--- src/rtl/jtframe_prom_dwnld.sv ---
// Download router: classifies each ioctl byte into MAIN/MAP/GFX/PROM and either queues
// a remapped 16-bit SDRAM byte write (2-entry buffer, ready handshake) or strobes a PROM bank.
module jtframe_prom_dwnld #(
  parameter int              AW         = 22,
  parameter logic [AW-1:0]   MAP_START  = 22'h38000,
  parameter logic [AW-1:0]   GFX_START  = 22'h48000,
  parameter logic [AW-1:0]   PROM_START = 22'hD8000,
  parameter int              SPLIT_BIT  = 15,
  parameter int              PROM_CNT   = 12,
  parameter int              PROM_AW    = 8
) (
  input  logic                clk,
  input  logic                rst,
  input  logic                downloading,
  input  logic [AW-1:0]       ioctl_addr,
  input  logic [7:0]          ioctl_data,
  input  logic                ioctl_wr,
  output logic [AW-2:0]       prog_addr,
  output logic [7:0]          prog_data,
  output logic [1:0]          prog_mask,
  output logic                prog_we,
  input  logic                prog_rdy,
  output logic [PROM_CNT-1:0] prom_we,
  output logic [PROM_AW-1:0]  prom_addr,
  output logic [7:0]          prom_data,
  output logic                ovf,
  output logic                done
);

  typedef struct packed {
    logic [AW-2:0] addr;
    logic [7:0]    data;
    logic [1:0]    mask;
  } entry_t;

  typedef enum logic [1:0] {IDLE, LOAD, DRAIN, DONE} state_t;

  localparam entry_t        ENTRY_RST = '{addr: '0, data: 8'h00, mask: 2'b11};
  localparam logic [AW-2:0] MAP_WBASE = MAP_START[AW-1:1];
  localparam logic [AW-2:0] GFX_WBASE = GFX_START[AW-1:1];

  logic [AW-1:0] map_off, gfx_off, prom_off;
  logic [3:0]    prom_sel;
  logic          is_prom, wr_en, push_req, push_ok, pop, drop;
  logic          unused_prom_bits;
  entry_t        dec;
  logic [PROM_CNT-1:0] strobe;

  entry_t       e0_q, e0_d, e1_q, e1_d;
  logic [1:0]   count_q, count_d;
  logic         ovf_q, ovf_d, dl_q;
  logic [PROM_CNT-1:0] prom_we_q;
  logic [PROM_AW-1:0]  prom_addr_q;
  logic [7:0]          prom_data_q;
  state_t       state_q, state_d;

  assign map_off          = ioctl_addr - MAP_START;
  assign gfx_off          = ioctl_addr - GFX_START;
  assign prom_off         = ioctl_addr - PROM_START;
  assign prom_sel         = prom_off[PROM_AW+3:PROM_AW];
  assign unused_prom_bits = ^prom_off[AW-1:PROM_AW+4];

  // Region priority: PROM, GFX, MAP, then MAIN as the fallback.
  always_comb begin
    // NOTE: every always_comb output gets a default first so no latch is inferred.
    is_prom  = 1'b0;
    dec.addr = ioctl_addr[AW-1:1];
    dec.data = ioctl_data;
    dec.mask = {ioctl_addr[0], ~ioctl_addr[0]};
    if (ioctl_addr >= PROM_START) begin
      is_prom = 1'b1;
    end else if (ioctl_addr >= GFX_START) begin
      dec.addr = GFX_WBASE + {gfx_off[AW-1:SPLIT_BIT+1], gfx_off[SPLIT_BIT-1:0]};
      dec.mask = {gfx_off[SPLIT_BIT], ~gfx_off[SPLIT_BIT]};
    end else if (ioctl_addr >= MAP_START) begin
      dec.addr = MAP_WBASE + {map_off[AW-1:5], map_off[3:1], map_off[4]};
      dec.mask = {map_off[0], ~map_off[0]};
    end
  end

  always_comb begin
    strobe = '0;
    for (int i = 0; i < PROM_CNT; i++)
      strobe[i] = wr_en && is_prom && (prom_sel == 4'(i));
  end

  assign wr_en    = downloading && ioctl_wr;
  assign push_req = wr_en && !is_prom;
  assign pop      = (count_q != 2'd0) && prog_rdy;
  assign push_ok  = push_req && ((count_q != 2'd2) || pop);
  assign drop     = push_req && !push_ok;

  // e0 is always the head; a simultaneous push and pop keeps the count.
  always_comb begin
    e0_d    = e0_q;
    e1_d    = e1_q;
    count_d = count_q;
    case ({push_ok, pop})
      2'b01: begin
        e0_d    = e1_q;
        count_d = count_q - 2'd1;
      end
      2'b10: begin
        if (count_q == 2'd0) e0_d = dec;
        else                 e1_d = dec;
        count_d = count_q + 2'd1;
      end
      2'b11: begin
        if (count_q == 2'd1) begin
          e0_d = dec;
        end else begin
          e0_d = e1_q;
          e1_d = dec;
        end
      end
      default: ;
    endcase
  end

  always_comb begin
    ovf_d = ovf_q;
    if (downloading && !dl_q) ovf_d = 1'b0;
    if (drop)                 ovf_d = 1'b1;
  end

  always_ff @(posedge clk) begin
    if (rst) begin
      // NOTE: buffer storage is reset too, because the head entry drives prog_* directly.
      e0_q        <= ENTRY_RST;
      e1_q        <= ENTRY_RST;
      count_q     <= 2'd0;
      ovf_q       <= 1'b0;
      dl_q        <= 1'b0;
      prom_we_q   <= '0;
      prom_addr_q <= '0;
      prom_data_q <= 8'h00;
    end else begin
      e0_q      <= e0_d;
      e1_q      <= e1_d;
      count_q   <= count_d;
      ovf_q     <= ovf_d;
      dl_q      <= downloading;
      prom_we_q <= strobe;
      if (wr_en && is_prom) begin
        prom_addr_q <= prom_off[PROM_AW-1:0];
        prom_data_q <= ioctl_data;
      end
    end
  end

  always_ff @(posedge clk) begin
    if (rst) state_q <= IDLE;
    else     state_q <= state_d;
  end

  always_comb begin
    state_d = state_q;
    case (state_q)
      IDLE:  if (downloading) state_d = LOAD;
      LOAD:  if (!downloading) state_d = DRAIN;
      DRAIN: begin
        if (downloading)                            state_d = LOAD;
        else if (count_q == 2'd0 && !push_ok)       state_d = DONE;
      end
      DONE:  state_d = IDLE;
      default: state_d = IDLE;
    endcase
  end

  always_comb begin
    done = (state_q == DONE);
  end

  assign prog_addr = e0_q.addr;
  assign prog_data = e0_q.data;
  assign prog_mask = e0_q.mask;
  assign prog_we   = (count_q != 2'd0);
  assign prom_we   = prom_we_q;
  assign prom_addr = prom_addr_q;
  assign prom_data = prom_data_q;
  assign ovf       = ovf_q;

endmodule

--- config.mk ---
export PLATFORM = sky130hd
export DESIGN_NAME = jtframe_prom_dwnld
export DESIGN_NICKNAME = d
export VERILOG_FILES = /design/src/rtl/jtframe_prom_dwnld.sv
export SDC_FILE = /design/constraint.sdc
export NUM_CORES = 1
export LEC_CHECK = 0
export ABC_AREA = 1
export BUFFER_PORTS_ARGS = -buffer_cell sky130_fd_sc_hd__buf_2
export CAP_MARGIN = 20
export CELL_PAD_IN_SITES_DETAIL_PLACEMENT = 0
export CELL_PAD_IN_SITES_GLOBAL_PLACEMENT = 1
export CORE_MARGIN = 10
export CORE_UTILIZATION = 41
export DETAILED_ROUTE_END_ITERATION = 8
export PLACE_DENSITY_LB_ADDON = 0.1
export SLEW_MARGIN = 20
export SYNTH_ARGS = -nofsm -noshare
export SYNTH_HDL_FRONTEND = slang
export SYNTH_SLANG_ARGS = --single-unit
--- constraint.sdc ---
create_clock -name clk -period 4 [get_ports clk]
set_input_delay 0.4 -clock clk [delete_from_list [all_inputs] [get_ports clk]]
set_output_delay 0.4 -clock clk [all_outputs]
set_load 0.05 [all_outputs]
==> impl_metrics.json, run 1 <==
{
  "status": "complete, no violations",
  "min_period_ns": 2.90,
  "ant_nets": 0,
  "power_frac_clock": 0.359,
  "layout_commonest_cell": "nand2_1",
  "layout.nets": 856,
  "placedCellCount": 945,
  "synth.cell_area_sq_um": 4810,
  "tns_ns": 0,
  "worstHoldStart": "downloading",
  "worstSetupEndpointType": "register",
  "syn_avg_cell_area_sq_um": 6.55,
  "timing.critical_path.fanout_max": 32,
  "hp-class": "in -> reg",
  "cts_root_buf": "clkbuf_16",
  "cts_tree": "done",
  "grt_usage": 0.171,
  "p_sw_w": 0.000971,
  "vias": 4776,
  "place_congestion": 0.876,
  "final-setup-viol-count": 0,
  "syn_nets": 777,
  "route.detailed.drc": 0,
  "antenna_found_initial": 0,
  "netlist_instances": 734,
  "synth_top_flop_cell": "dfxtp_1",
  "maxCapViolations": 0,
  "rsz0062_at_grt": "false",
  "fin_crit_sh": 0.726,
  "powerDensity_nw_per_um2": 500,
  "insertion_delay_ns": 0.35,
  "slew_headroom": 0.619,
  "yosysUniqueCellTypes": 29,
  "whs_path_depth": 3,
  "std_cell_rows": 39,
  "hold_end": "dl_q",
  "met2_length_mm": 6.24,
  "vias_per_cell": 4.97,
  "intPower_w": 0.00188,
  "grt_pass1_vias": 4503,
  "peakVddDrop_uv": 448,
  "cts_setup_buffers": 0,
  "hold_viol_final": 0,
  "reg2reg_from": "count_q[0]",
  "htreeDepth": 3,
  "path_class": "reg -> reg",
  "cp_data_arrival_time_ns": 3.14,
  "ctsLongestPathBuffers": 2,
  "first_pass_iters": 5,
  "place.port_buffers": 96,
  "worst_r2r_path_depth": 14,
  "r2r_slack_ns": 1.10,
  "final_cell_mix": "nand2_1 (150), nor2_1 (118), dfxtp_1 (96), buf_2 (96), inv_1 (90)",
  "p_total_w": 0.00285,
  "worstSetupStartpointType": "register",
  "drv_slew": 0,
  "start_util": 0.419,
  "io_pins": 97,
  "dieWidth_um": 128,
  "diodes": 0,
  "drtIter0Drc": 297,
  "wl_met1_mm": 6.60,
  "drt-total-wl_mm": 14.2,
  "cp.required_ns": 4.23,
  "cts_hold_buf": 0,
  "ys_ff_latch": 96,
  "design_area_sq_um": 5690,
  "wl_per_cell_um": 14.8,
  "finalClockSkew_ns": 0.00572,
  "p_comb_frac": 0.260,
  "grt_pass1_wl_mm": 22.9,
  "die_h_um": 128,
  "grt_max_degree": 60,
  "swShare": 0.341,
  "worst_pin_slew_ns": 0.571,
  "routed.top_layer": "met4",
  "dp_hpwl_mm": 10.6,
  "p_leak_nw": 2.76,
  "fin_cells": 961,
  "fmax_mhz": 344,
  "path_clk_slew_ns": 0.07,
  "grt-ovfl-total": 0,
  "wl_met3_mm": 1.14,
  "drive_gt1_frac": 0.160,
  "cts_sinks": 96,
  "power_frac_seq": 0.381,
  "cts_made_buffers": 9,
  "place_area_sq_um": 5340,
  "synth_warnings": 0,
  "coreArea_sq_um": 11500,
  "r2r-end": "e1_q[4]",
  "syn_to_final_growth_pct": 18.4,
  "synth-seq-area-share": 0.400,
  "synth_edf_count": 0,
  "die_area_sq_um": 16500,
  "synthArstFlopShare": 0,
  "ctsResizeCount": 0
}
cells in the mapped netlist, drive strengths merged (2+ instances only):
library cell	number	area (sq um)
o21a	4	30.0
o211ai	2	15.0
nand3	71	373
clkbuf	6	22.5
nand2	153	582
a21oi	51	255
o21ai	88	455
ha	8	100
or2	2	12.5
buf	27	145
nand4	8	50.1
nor2	121	472
inv	95	357
dfxtp	96	1920
metrics by stage:
stage | util | hold slack [ns] | setup slack, ns
6_report | 0.496 | 0.306 | 1.10
5_1_grt | 0.496 | 0.330 | 0.764
4_1_cts | 0.496 | 0.301 | 1.11
3_5_place_dp | 0.465 | 0.437 | 0.939
3_3_place_gp | 0.465 | 0.433 | 1.05
2_1_floorplan | - | 0.424 | 1.55
final cells by class:
cell class                 count  area [sq um]
clock buffer                  12           256
clock inverter                 4          98.8
fill                        1185          5770
inverter                      95           357
multi-input combinational    510          2360
sequential                    96          1920
tap                          143           179
timing repair buffer         101           518
layer usage:
metal,vias up,global-route usage
li1,2491,-
met1,2136,0.220
met2,135,0.260
met3,14,0.0620
met4,0,0.0517
met5,-,0
worst max path at each step:
stage                               from      endpoint
after floorplan               count_q[0]       e1_q[2]
after global placement    ioctl_addr[15]  prog_addr[1]
after detailed placement  ioctl_addr[15]      e1_q[24]
after CTS                     count_q[0]      e1_q[24]
after global routing          count_q[1]       e1_q[3]
final                         count_q[0]       e1_q[4]
registers in the layout (all words and copies together), names as in the netlist:
register	flops
e1_q	31
dl_q	1
prom_data	8
prog_addr	21
state_q	2
prom_addr	8
ovf	1
prog_mask	2
prom_we	12
prog_data	8
count_q	2
cells by family (layout without fill, tap and decap cells):
kind of cell,after synthesis,in the layout,share of synthesized area
XOR/XNOR,2,2,0.00364
flip-flops,96,96,0.400
AO/OA/AOI/OAI,145,145,0.157
adder cells (fa/ha/maj),8,8,0.0208
AND/OR/NAND/NOR,355,355,0.310
buffers and inverters,128,212,0.109
power groups by stage:
stage	sequential, W	combinational [W]	clock [W]
after CTS	0.00109	0.000748	0.00104
after detailed placement	0.00111	0.000746	0
after floorplan	0.00133	0.000334	0
final	0.00109	0.000741	0.00102
after global placement	0.00110	0.000741	0
after global routing	0.00109	0.000820	0.00108
worst max-delay path, cell delays in order (launching register included):
cell	delay (ns)
dfxtp_1	0.34
inv_1	0.08
ha_1	0.24
inv_1	0.15
nand2_1	0.16
inv_1	0.18
o21ai_2	0.11
inv_1	0.07
ha_1	0.21
inv_1	0.09
nand2_1	0.08
nand3_2	0.41
buf_4	0.42
o21ai_0	0.17
a21oi_1	0.06
Power figures use the tool's default switching activity.
==> inputs of run 2 (changes only) <==
Settings changed: CORE_UTILIZATION 41 to 38.
Clock period 4 ns to 2.9 ns, I/O delays scaled along.
==> impl_metrics.json, run 2 (same netlist as run 1, synthesis figures left out) <==
{
  "cts_sinks": 96,
  "diodes": 0,
  "worstSetupEndpointType": "register",
  "top_usage_layer": "met2",
  "whs_path_depth": 3,
  "cp.required_ns": 3.20,
  "powerDensity_nw_per_um2": 648,
  "path_class": "reg -> reg",
  "tns_ns": 0,
  "dp_hpwl_mm": 10.8,
  "min_period_ns": 2.58,
  "regMostFlops": "e1_q",
  "cts_root_buf": "clkbuf_16",
  "die_h_um": 132,
  "grt-ovfl-total": 0,
  "io_pins": 97,
  "route.detailed.drc": 0,
  "status": "complete, no violations",
  "reg2reg_from": "count_q[0]",
  "std_cell_rows": 41,
  "grt_usage": 0.159,
  "die_area_sq_um": 17600,
  "drv_slew": 0,
  "vias": 4851,
  "hold_end": "prom_addr[3]",
  "finalClockSkew_ns": 0.00935,
  "layout_commonest_cell": "nand2_1",
  "fin_cells": 997,
  "slowest_delay_ns": 0.31,
  "r2r-end": "prog_data[5]",
  "hp-class": "in -> reg",
  "met2_usage": 0.233,
  "cp_common_cell": "inv_1",
  "dieWidth_um": 132,
  "grt_pass1_vias": 4564,
  "first_pass_iters": 5,
  "r2r_slack_ns": 0.32,
  "wl_per_cell_um": 14.3,
  "gr-usage-met1": 0.217,
  "drive_gt1_frac": 0.168,
  "vias_per_cell": 4.87,
  "timing.critical_path.fanout_max": 10,
  "htreeDepth": 3,
  "slew_headroom": 0.628,
  "cts_made_buffers": 9,
  "path_cells": "inv_1 > ha_1 > inv_1 > nand2_1 > inv_1 > o21ai_2 > inv_1 > ha_1 > nand2_1 > nand2_1 > o21ai_0 > nor2_1 > nor2_1",
  "ctsResizeCount": 0,
  "grt_max_degree": 60,
  "cts_tree": "done",
  "final-setup-viol-count": 0,
  "peakVddDrop_uv": 247,
  "ctsLongestPathBuffers": 2,
  "antenna_found_initial": 0,
  "met3_usage": 0.0500,
  "coreArea_sq_um": 12500,
  "cp_data_arrival_time_ns": 2.87,
  "final_cell_mix": "nand2_1 (150), nor2_1 (118), dfxtp_1 (96), buf_2 (96), inv_1 (91)",
  "largest_reg_flops": 31,
  "drtIter0Drc": 306,
  "drt-total-wl_mm": 14.2,
  "worstSetupStartpointType": "register",
  "placedCellCount": 981,
  "fmax_mhz": 388,
  "path_clk_slew_ns": 0.07,
  "p_leak_nw": 2.77,
  "syn_to_final_growth_pct": 19.2,
  "ant_nets": 0,
  "cts_setup_buffers": 0,
  "worst_r2r_path_depth": 13,
  "fin_crit_sh": 0.889,
  "grt_pass1_wl_mm": 23.2,
  "worstHoldStart": "ioctl_addr[3]",
  "cts_hold_buf": 0,
  "place_congestion": 0.879,
  "insertion_delay_ns": 0.35,
  "worst_pin_slew_ns": 0.559,
  "start_util": 0.384,
  "hold_viol_final": 0,
  "layout.nets": 863,
  "slowest_stage": "dfxtp_1",
  "maxCapViolations": 0,
  "rsz0062_at_grt": "false",
  "place.port_buffers": 96
}
## run 2: cell types whose count changed in the layout (fill, tap and decap cells not counted), sizes merged
cell | before | now
clkbuf | 12 | 9
buf | 101 | 108
inv | 95 | 98
bufinv | 3 | 0
clkinv | 1 | 2
clkinvlp | 0 | 2
## run 2: metrics by stage
stage	hold slack (ns)	setup slack [ns]	util	total power, W	cell area (sq um)
floorplan	0.424	0.445	-	0.00230	4810
global placement	0.433	0.361	0.435	0.00257	5440
detailed placement	0.439	0.275	0.435	0.00257	5440
CTS	0.200	0.329	0.458	0.00375	5730
global route	0.218	0.113	0.458	0.00392	5730
finish	0.211	0.322	0.458	0.00371	5730
## run 2: worst max path at each step
stage	start	end	slack, ns
2_1_floorplan	count_q[0]	e1_q[2]	0.45
3_3_place_gp	ioctl_addr[15]	prog_mask[1]	0.36
3_5_place_dp	ioctl_addr[15]	prog_data[5]	0.27
4_1_cts	count_q[0]	prog_data[5]	0.33
5_1_grt	count_q[0]	prog_data[0]	0.11
6_report	count_q[0]	prog_data[5]	0.32
## run 2: critical path: cells and delay by family (launching register included)
kind                     cells  cell delay (ns)
AO/OA/AOI/OAI                2             0.49
adder cells (fa/ha/maj)      2             0.45
buffers and inverters        4             0.44
flip-flops                   1             0.31
AND/OR/NAND/NOR              5             0.85
## run 2: routing by layer
layer  vias up  wire length, um
met1      2188             6940
met2       140             5990
met4         0              189
met5         -                0
met3        15             1090
li1       2508                -
## run 2: cell type report
cell class	instances	area, sq um
multi-input combinational	510	2360
clock inverter	7	65.1
timing repair buffer	108	583
tap	172	215
fill	1359	6790
inverter	95	357
clock buffer	9	225
sequential	96	1920
## run 2: power breakdown
| part | switching (W) | total, W | leakage, nW | internal, W |
|---|---|---|---|---|
| logic | 0.000774 | 0.00104 | 1.85 | 0.000269 |
| registers | 0.0000548 | 0.00149 | 0.783 | 0.00144 |
| clock network | 0.000574 | 0.00117 | 0.137 | 0.000600 |
==> inputs of run 3 (changes only) <==
Settings changed: CAP_MARGIN 20 to 30, CORE_UTILIZATION 38 to 40, CTS_BUF_LIST set to sky130_fd_sc_hd__clkbuf_2, GPL_ROUTABILITY_DRIVEN set to 0.
==> impl_metrics.json, run 3 (same netlist as run 1, synthesis figures left out) <==
{
  "peakVddDrop_uv": 306,
  "cp_common_cell": "inv_1",
  "cts_root_buf": "clkbuf_2",
  "syn_to_final_growth_pct": 19.3,
  "drive_gt1_frac": 0.158,
  "antenna_found_initial": 0,
  "powerDensity_nw_per_um2": 582,
  "finalClockSkew_ns": 0.0508,
  "drtIter0Drc": 378,
  "grt_pass1_vias": 4408,
  "slowest_stage": "dfxtp_1",
  "r2r_slack_ns": 0.42,
  "rsz0062_at_grt": "false",
  "critPathBufInv": 6,
  "first_pass_iters": 5,
  "insertion_delay_ns": 0.62,
  "ctsLongestPathBuffers": 2,
  "placedCellCount": 947,
  "cts_made_buffers": 9,
  "cp.required_ns": 3.40,
  "wl_per_cell_um": 14.5,
  "worstSetupStartpointType": "register",
  "layout.nets": 878,
  "dp_hpwl_mm": 10.5,
  "ant_nets": 0,
  "htreeDepth": 3,
  "slew_headroom": 0.466,
  "timing.critical_path.fanout_max": 58,
  "cts_tree": "done",
  "grt_max_degree": 59,
  "path_class": "reg -> reg",
  "routed.top_layer": "met4",
  "io_pins": 97,
  "path_delay_family": "buffers and inverters",
  "final_cell_mix": "nand2_1 (150), nor2_1 (118), dfxtp_1 (96), buf_2 (96), inv_1 (91)",
  "vias": 4814,
  "largest_reg_flops": 31,
  "tns_ns": 0,
  "path_clk_slew_ns": 0.27,
  "path_cells": "inv_1 > ha_1 > inv_1 > nand2_1 > inv_1 > o21ai_2 > inv_1 > ha_1 > inv_1 > nand2_1 > nand3_2 > buf_12 > a21oi_1 > o21a_1",
  "fmax_mhz": 403,
  "dieWidth_um": 130,
  "p_leak_nw": 2.78,
  "final_util": 0.494,
  "start_util": 0.414,
  "place.port_buffers": 96,
  "regMostFlops": "e1_q",
  "wl_met3_mm": 1.07,
  "drt-total-wl_mm": 14.2,
  "grt_pass1_wl_mm": 22.9,
  "coreArea_sq_um": 11600,
  "n_fill_cell": 1265,
  "min_period_ns": 2.48,
  "wl_met1_mm": 6.91,
  "worstSetupEndpointType": "register",
  "ctsResizeCount": 0,
  "maxCapViolations": 0,
  "diodes": 0,
  "std_cell_rows": 39,
  "layout_setup_ws_ns": 0.417,
  "place_ws_ns": 0.316,
  "die_h_um": 130,
  "layout_commonest_cell": "nand2_1",
  "met2_length_mm": 6.11,
  "fin_cells": 983,
  "final-setup-viol-count": 0,
  "worst_pin_slew_ns": 0.800,
  "status": "complete, no violations",
  "vias_per_cell": 4.90,
  "slowest_delay_ns": 0.37,
  "hp-class": "in -> reg",
  "fin_crit_sh": 0.856,
  "hold_viol_final": 0,
  "cp_data_arrival_time_ns": 2.98,
  "grt-ovfl-total": 0,
  "route.detailed.drc": 0,
  "grt_usage": 0.170,
  "drv_slew": 0,
  "die_area_sq_um": 16800,
  "cts_sinks": 96
}
-- run 3: changes by cell type in the layout (fill, tap and decap cells not counted), sizes merged --
cell / previous run / this run
bufinv: 0 / 2
clkinv: 2 / 3
buf: 108 / 103
dlygate4sd3: 0 / 20
inv: 98 / 97
clkinvlp: 2 / 0
-- run 3: path summary, 6_finish.rpt --
kind                                      from         end  depth (start not counted)
worst max-delay path                count_q[0]    e1_q[29]                         14
worst min-delay path            ioctl_addr[11]  prom_we[9]                          3
worst max register to register      count_q[0]    e1_q[29]                         14
worst min register to register        e1_q[17]    e1_q[17]                          2
-- run 3: worst reg2reg max path, stage by stage, from the launching register on --
cell and delay, ns:
dfxtp_1 0.37, inv_1 0.10, ha_1 0.21, inv_1 0.10
nand2_1 0.17, inv_1 0.13, o21ai_2 0.24, inv_1 0.07
ha_1 0.24, inv_1 0.11, nand2_1 0.07, nand3_2 0.12
buf_12 0.25, a21oi_1 0.11, o21a_1 0.13
-- run 3: area by class of cell --
class                   instances  area [sq um]  share of cell area
clock inverters                 7           101              0.0177
clock buffers                   9          45.0             0.00785
repair buffers                123           771               0.134
inverters                      95           357              0.0622
multi-input cells             510          2360               0.412
flip-flops and latches         96          1920               0.335
well taps                     143           179              0.0312
-- run 3: what timing repair did --
action | in CTS | in global routing
hold buffers | 20 | 0
hold endpoints to repair | 43 | 0
buffers inserted | 0 | 0
-- run 3: stage by stage --
step | cell area (sq um) | total power (W) | hold WS, ns
after floorplan | 4810 | 0.00230 | 0.424
final | 5740 | 0.00334 | 0.0782
after CTS | 5740 | 0.00337 | 0.0270
after global placement | 5390 | 0.00256 | 0.431
after detailed placement | 5390 | 0.00257 | 0.437
after global routing | 5740 | 0.00355 | 0.0157
-- run 3: power by group --
group	internal [W]	switching (W)	total [W]	leakage (nW)
Clock	0.000295	0.000492	0.000787	0.0860
Sequential	0.00144	0.0000543	0.00150	0.783
Combinational	0.000284	0.000774	0.00106	1.91
-- run 3: layer usage --
layer  vias to the layer above  global-route usage
met1                      2158               0.234
met2                       108               0.248
met4                         0              0.0476
met3                        11              0.0555
met5                         -                   0
li1                       2537                   -
